`src/rtl/clock_monitor.sv`:
```
// clock_monitor
// Frequency checker for a derived clock. Runs on the reference clock and treats
// mon_clk as an asynchronous data input. It synchronizes mon_clk, counts rising
// edges over WINDOW reference cycles and reports the count plus an in-tolerance
// status.
//
// Ports
//   clk         reference clock, all logic on rising edge
//   reset_n     asynchronous active-low reset
//   enable      1 = measure, 0 = idle (synchronous)
//   mon_clk     monitored clock, asynchronous, at most f(clk)/4
//   count       edges counted in the last completed window
//   count_valid one-cycle pulse when count updates
//   freq_ok     two consecutive windows within EXP_COUNT +/- TOL
//   stalled     last completed window saw zero edges
module clock_monitor #(
  parameter int unsigned WINDOW    = 1024,
  parameter int unsigned CNT_W     = 11,
  parameter int unsigned EXP_COUNT = 256,
  parameter int unsigned TOL       = 2
) (
  input  logic             clk,
  input  logic             reset_n,
  input  logic             enable,
  input  logic             mon_clk,
  output logic [CNT_W-1:0] count,
  output logic             count_valid,
  output logic             freq_ok,
  output logic             stalled
);

  localparam int unsigned     WinW    = (WINDOW > 1) ? $clog2(WINDOW) : 1;
  localparam logic [WinW-1:0] WinLast = WinW'(WINDOW - 1);
  localparam logic [CNT_W-1:0] CntMax = '1;
  localparam logic [CNT_W:0]  ExpW    = (CNT_W + 1)'(EXP_COUNT);
  localparam logic [CNT_W:0]  TolW    = (CNT_W + 1)'(TOL);

  typedef enum logic [1:0] {StIdle, StSettle, StMeasure} state_e;

  state_e           state_q, state_d;
  logic [1:0]       settle_q, settle_d;
  logic [WinW-1:0]  win_cnt_q, win_cnt_d;
  logic [CNT_W-1:0] edge_cnt_q, edge_cnt_d;
  logic [CNT_W-1:0] count_q, count_d;
  logic             count_valid_q, count_valid_d;
  logic             freq_ok_q, freq_ok_d;
  logic             stalled_q, stalled_d;
  logic             prev_good_q, prev_good_d;

  logic             sync1_q, sync2_q, sync3_q;
  logic             rise;
  logic             terminal;
  logic [CNT_W-1:0] edge_sum;
  logic [CNT_W:0]   total_ext;
  logic [CNT_W:0]   dev;
  logic             in_range;

  // Synchronizer; sync3 only serves edge detection.
  always_ff @(posedge clk or negedge reset_n) begin
    if (!reset_n) begin
      sync1_q <= 1'b0;
      sync2_q <= 1'b0;
      sync3_q <= 1'b0;
    end else begin
      sync1_q <= mon_clk;
      sync2_q <= sync1_q;
      sync3_q <= sync2_q;
    end
  end

  assign rise = sync2_q & ~sync3_q;

  // Saturating count including this cycle's edge; on the terminal cycle this
  // is the window total.
  assign edge_sum = (edge_cnt_q == CntMax) ? CntMax : edge_cnt_q + CNT_W'(rise);

  // Absolute deviation one bit wider than the counter so it cannot wrap.
  assign total_ext = {1'b0, edge_sum};
  assign dev       = (total_ext >= ExpW) ? (total_ext - ExpW) : (ExpW - total_ext);
  assign in_range  = (dev <= TolW);

  // FSM state register
  always_ff @(posedge clk or negedge reset_n) begin
    if (!reset_n) begin
      state_q <= StIdle;
    end else begin
      state_q <= state_d;
    end
  end

  // FSM next state
  always_comb begin
    state_d = state_q;
    if (!enable) begin
      state_d = StIdle;
    end else begin
      unique case (state_q)
        StIdle:    state_d = StSettle;
        StSettle:  if (settle_q == 2'd2) state_d = StMeasure;
        StMeasure: state_d = StMeasure;
        default:   state_d = StIdle;
      endcase
    end
  end

  // FSM outputs: counters advance only while enabled; anything else clears them.
  always_comb begin
    settle_d   = '0;
    win_cnt_d  = '0;
    edge_cnt_d = '0;
    terminal   = 1'b0;
    if (enable) begin
      unique case (state_q)
        StSettle: settle_d = settle_q + 2'd1;
        StMeasure: begin
          if (win_cnt_q == WinLast) begin
            // Counters restart so the next window begins next cycle, no gap.
            terminal = 1'b1;
          end else begin
            win_cnt_d  = win_cnt_q + WinW'(1);
            edge_cnt_d = edge_sum;
          end
        end
        default: ;
      endcase
    end
  end

  // Result next state
  always_comb begin
    count_d       = count_q;
    count_valid_d = 1'b0;
    stalled_d     = stalled_q;
    freq_ok_d     = freq_ok_q;
    prev_good_d   = prev_good_q;
    if (!enable) begin
      freq_ok_d   = 1'b0;
      prev_good_d = 1'b0;
    end else if (terminal) begin
      count_d       = edge_sum;
      count_valid_d = 1'b1;
      stalled_d     = (edge_sum == '0);
      if (in_range) begin
        freq_ok_d   = freq_ok_q | prev_good_q;
        prev_good_d = 1'b1;
      end else begin
        freq_ok_d   = 1'b0;
        prev_good_d = 1'b0;
      end
    end
  end

  always_ff @(posedge clk or negedge reset_n) begin
    if (!reset_n) begin
      settle_q      <= '0;
      win_cnt_q     <= '0;
      edge_cnt_q    <= '0;
      count_q       <= '0;
      count_valid_q <= 1'b0;
      stalled_q     <= 1'b0;
      freq_ok_q     <= 1'b0;
      prev_good_q   <= 1'b0;
    end else begin
      settle_q      <= settle_d;
      win_cnt_q     <= win_cnt_d;
      edge_cnt_q    <= edge_cnt_d;
      count_q       <= count_d;
      count_valid_q <= count_valid_d;
      stalled_q     <= stalled_d;
      freq_ok_q     <= freq_ok_d;
      prev_good_q   <= prev_good_d;
    end
  end

  assign count       = count_q;
  assign count_valid = count_valid_q;
  assign freq_ok     = freq_ok_q;
  assign stalled     = stalled_q;

endmodule
```
`config.mk`:
```
export PLATFORM = sky130hd
export DESIGN_NAME = clock_monitor
export DESIGN_NICKNAME = d
export VERILOG_FILES = /design/src/rtl/clock_monitor.sv
export SDC_FILE = /design/constraint.sdc
export NUM_CORES = 1
export LEC_CHECK = 0
export BUFFER_PORTS_ARGS = -buffer_cell sky130_fd_sc_hd__buf_2
export CORE_UTILIZATION = 54
export CTS_CLUSTER_SIZE = 16
export DETAILED_ROUTE_END_ITERATION = 10
export GPL_TIMING_DRIVEN = 0
export PLACE_DENSITY = 0.76
export SYNTH_ARGS = -nofsm -noshare
export SYNTH_HDL_FRONTEND = slang
export SYNTH_SLANG_ARGS = --single-unit
```
`constraint.sdc`:
```
create_clock -name clk -period 2.8 [get_ports clk]
set_input_delay 0.42 -clock clk [delete_from_list [all_inputs] [get_ports clk]]
set_output_delay 0.42 -clock clk [all_outputs]
set_load 0.05 [all_outputs]
```
==> load_flow_metrics.sql <==
INSERT INTO impl_metrics (metric_group, metric, value, unit) VALUES
('setup_path', 'critical-path-top-delay-family', 'compound AO/OA/AOI/OAI gates', ''),
('synth', 'synth_top_cells_by_count', 'dfrtp_1, nor2_1, nand2_1', ''),
('synth', 'yosysWarnings', '0', ''),
('routing', 'drt-total-wl', '5830', 'um'),
('synth', 'ys_dominant_reg_cell', 'dfrtp_1', ''),
('routing', 'dr.pass1.iters', '4', ''),
('sta', 'fin_worst_hold_slack', '0.232', 'ns'),
('sta', 'layout_setup_ws', '-0.0505', 'ns'),
('sta', 'setup_tns', '-0.0906', 'ns'),
('synth', 'synth-seq-area-share', '0.456', ''),
('clocking', 'clock_sinks', '43', ''),
('power', 'power_density', '414', 'mW/mm^2'),
('clocking', 'cts-root-buf', 'clkbuf_8', ''),
('synth', 'synthCells', '241', ''),
('setup_path', 'timing.critical_path.cells', 'nor2b_4, ha_4, ha_4, nor2_1, a31oi_4, a2111oi_4, nand2_2, o21ai_4, o2111ai_2, a221oi_2, a22o_1', ''),
('synth', 'synth_cell_type_count', '53', ''),
('worst_hold_path', 'timing.hold.worst_endpoint', 'sync1_q', ''),
('sta', 'fin_crit_sh', '1.02', ''),
('clocking', 'cts.reportedPaths.clkPinSlew', '0.08', 'ns'),
('finish', 'num_antenna_cells', '0', ''),
('finish', 'layout-drive-gt1-share', '0.304', ''),
('setup_path', 'cp_num_buf_inv', '0', ''),
('run_status', 'outcome', 'finished with violations', ''),
('run', 'maxCapViolCount', '0', ''),
('sta', 'max-slew-margin-rel', '0.374', ''),
('finish', 'n_fill_cell', '282', ''),
('global_route', 'grt.overflow.total', '0', ''),
('setup_path', 'critPathSlowestCell', 'a2111oi_4', ''),
('routing', 'viasPerCell', '6.08', ''),
('die', 'core-area', '0.00409', 'mm^2'),
('worst_hold_path', 'worst_hold_path_type', 'input pin to flop', ''),
('die', 'die_h', '68.1', 'um'),
('sta', 'maxSlewViolCount', '0', ''),
('finish', 'flow.area_growth_from_synthesis', '24.6', '%'),
('synth', 'synth_top_cell_by_area', 'dfrtp_1', ''),
('synth', 'ys_async_sr_fraction', '1.00', ''),
('placed_design', 'gp_congestion', '0.903', ''),
('synth', 'mappedNetlistNets', '258', ''),
('setup_path', 'r2r-start', 'sync2_q', ''),
('run_status', 'failed_checks', 'setup timing', ''),
('setup_path', 'timing.critical_path.to_type', 'flop', ''),
('finish', 'sequential_cell_area', '0.00108', 'mm^2'),
('synth', 'most_used_standard_cell_by_instance_count_after_synthesis', 'dfrtp_1', ''),
('setup_path', 'worstPathRequired', '3.04', 'ns'),
('sta', 'final_hold_viol_count', '0', ''),
('placed_design', 'place.port_buffers', '17', ''),
('die', 'die_w', '68.1', 'um'),
('setup_path', 'critical_path.most_common_cell', 'ha_4', ''),
('global_route', 'maximum_number_of_pins_on_one_net_before_global_route_repair', '44', ''),
('sta', 'rsz0062_at_grt', 'yes', ''),
('sta', 'setup_violations', '2', ''),
('synth', 'synth_area', '0.00236', 'mm^2'),
('synth', 'post_synth.cell_area_avg', '9.78', 'um^2'),
('synth', 'yosys-top-cells-area', 'dfrtp_1, ha_1, nor2_1', ''),
('die', 'die_area', '0.00463', 'mm^2'),
('routing', 'avgRoutedWirePerCell', '17.3', 'um'),
('worst_hold_path', 'worst_hold_path_startpoint', 'mon_clk', ''),
('clocking', 'clock_tree.htree_level_count', '2', ''),
('power', 'total_leakage_power', '1.32', 'nW'),
('worst_hold_path', 'hold_path_depth', '1', ''),
('setup_path', 'crit_type', 'flop to flop', ''),
('die', 'top_level_ports', '18', ''),
('finish', 'finish.net_count', '302', ''),
('setup_path', 'worst_r2r_endpoint', 'prev_good_q', ''),
('global_route', 'first_global_vias', '1847', ''),
('setup_path', 'timing.critical_path.fanout_max', '6', ''),
('routing', 'postRouteAntennaNets', '0', ''),
('sta', 'clock-skew-final', '0.00827', 'ns'),
('placed_design', 'dp.final_hpwl', '3430', 'um'),
('routing', 'drt_iter0_drcs', '171', ''),
('synth', 'synth.ff_latch_count', '43', '');
==> placed cells by master (no fill, tap or decap), types with 3 or more instances in the layout <==
master / netlist / final
a21o_1: 3 / 3
a21oi_1: 3 / 3
a22o_1: 5 / 5
a31oi_1: 4 / 3
and3_1: 4 / 4
buf_2: 1 / 17
buf_4: 2 / 23
clkbuf_1: 3 / 5
clkbuf_8: 0 / 5
dfrtp_1: 43 / 40
dfrtp_2: 0 / 3
ha_1: 13 / 9
ha_4: 0 / 3
inv_1: 10 / 9
nand2_1: 22 / 20
nand2_2: 2 / 4
nand3_1: 10 / 9
nor2_1: 34 / 31
nor2_2: 1 / 3
nor3_1: 8 / 7
o21ai_0: 15 / 15
xnor2_1: 5 / 5
xor2_1: 7 / 6
==> metrics by stage <==
stage	setup WS, ns	power (mW)	std cells	cell area [um^2]	util
after global placement	-0.314	0.814	308	2510	0.615
after global routing	-0.146	1.27	336	2940	0.719
after floorplan	0.000894	0.775	241	2360	-
after detailed placement	-0.374	0.820	308	2510	0.615
final	-0.0505	1.22	336	2940	0.719
after CTS	0.00662	1.21	329	2790	0.684
==> worst register-to-register path, stage by stage, from the launching register on <==
cell and delay, ns:
dfrtp_1 0.38, nor2b_4 0.14, ha_4 0.18, ha_4 0.19, nor2_1 0.27, a31oi_4 0.17, a2111oi_4 0.50, nand2_2 0.17
o21ai_4 0.22, o2111ai_2 0.14, a221oi_2 0.29, a22o_1 0.16
==> sequential cells by signal, indices dropped and copies added, names as in the netlist <==
register,cells
prev_good_q,1
count_valid,1
sync2_q,1
win_cnt_q,10
state_q,2
sync1_q,1
count,11
edge_cnt_q,11
freq_ok,1
stalled,1
sync3_q,1
settle_q,2
==> area by class of cell <==
class / count / area share
well taps: 50 / 0.0213
inverters: 10 / 0.0128
repair buffers: 38 / 0.0827
plain buffers: 7 / 0.0141
multi-input cells: 180 / 0.474
clock inverters: 1 / 0.00170
flip-flops and latches: 43 / 0.368
clock buffers: 7 / 0.0260
==> power by group <==
group | switching, mW | total [mW] | leakage (nW) | internal [mW]
combinational | 0.104 | 0.180 | 0.691 | 0.0760
sequential | 0.0169 | 0.659 | 0.587 | 0.642
clock | 0.203 | 0.378 | 0.0422 | 0.175
total | 0.324 | 1.22 | 1.32 | 0.893
==> per-layer routing <==
metal | up-vias | wire (um) | GRT usage
li1 | 940 | - | -
met1 | 995 | 2500 | 0.323
met2 | 85 | 2810 | 0.423
met3 | 24 | 293 | 0.0600
met4 | 0 | 224 | 0.141
met5 | - | 0 | 0
==> repair_timing <==
action,in CTS,in global routing
resized for setup,18,18
setup endpoints to repair,2,2
pin swaps,9,14
hold buffers,0,0
setup buffers,14,7
==> cells by family (layout without fill, tap and decap cells) <==
kind of cell / Yosys count / in the layout / synth area share
compound gates: 47 / 47 / 0.146
xor+xnor: 12 / 12 / 0.0446
fa+ha+maj: 13 / 13 / 0.0690
buf+inv: 18 / 63 / 0.0356
flops: 43 / 43 / 0.456
mux: 5 / 5 / 0.0212
simple gates: 103 / 103 / 0.227
==> worst max path at each step <==
stage	endpoint	startpoint	slack, ns	depth (start not counted)
floorplan	prev_good_q	sync2_q	0.0009	12
global placement	prev_good_q	sync2_q	-0.31	12
detailed placement	freq_ok	sync3_q	-0.37	14
CTS	prev_good_q	sync2_q	0.007	11
global route	prev_good_q	sync2_q	-0.15	11
finish	prev_good_q	sync2_q	-0.05	11
Note: power is estimated with default switching activity, not from simulation.
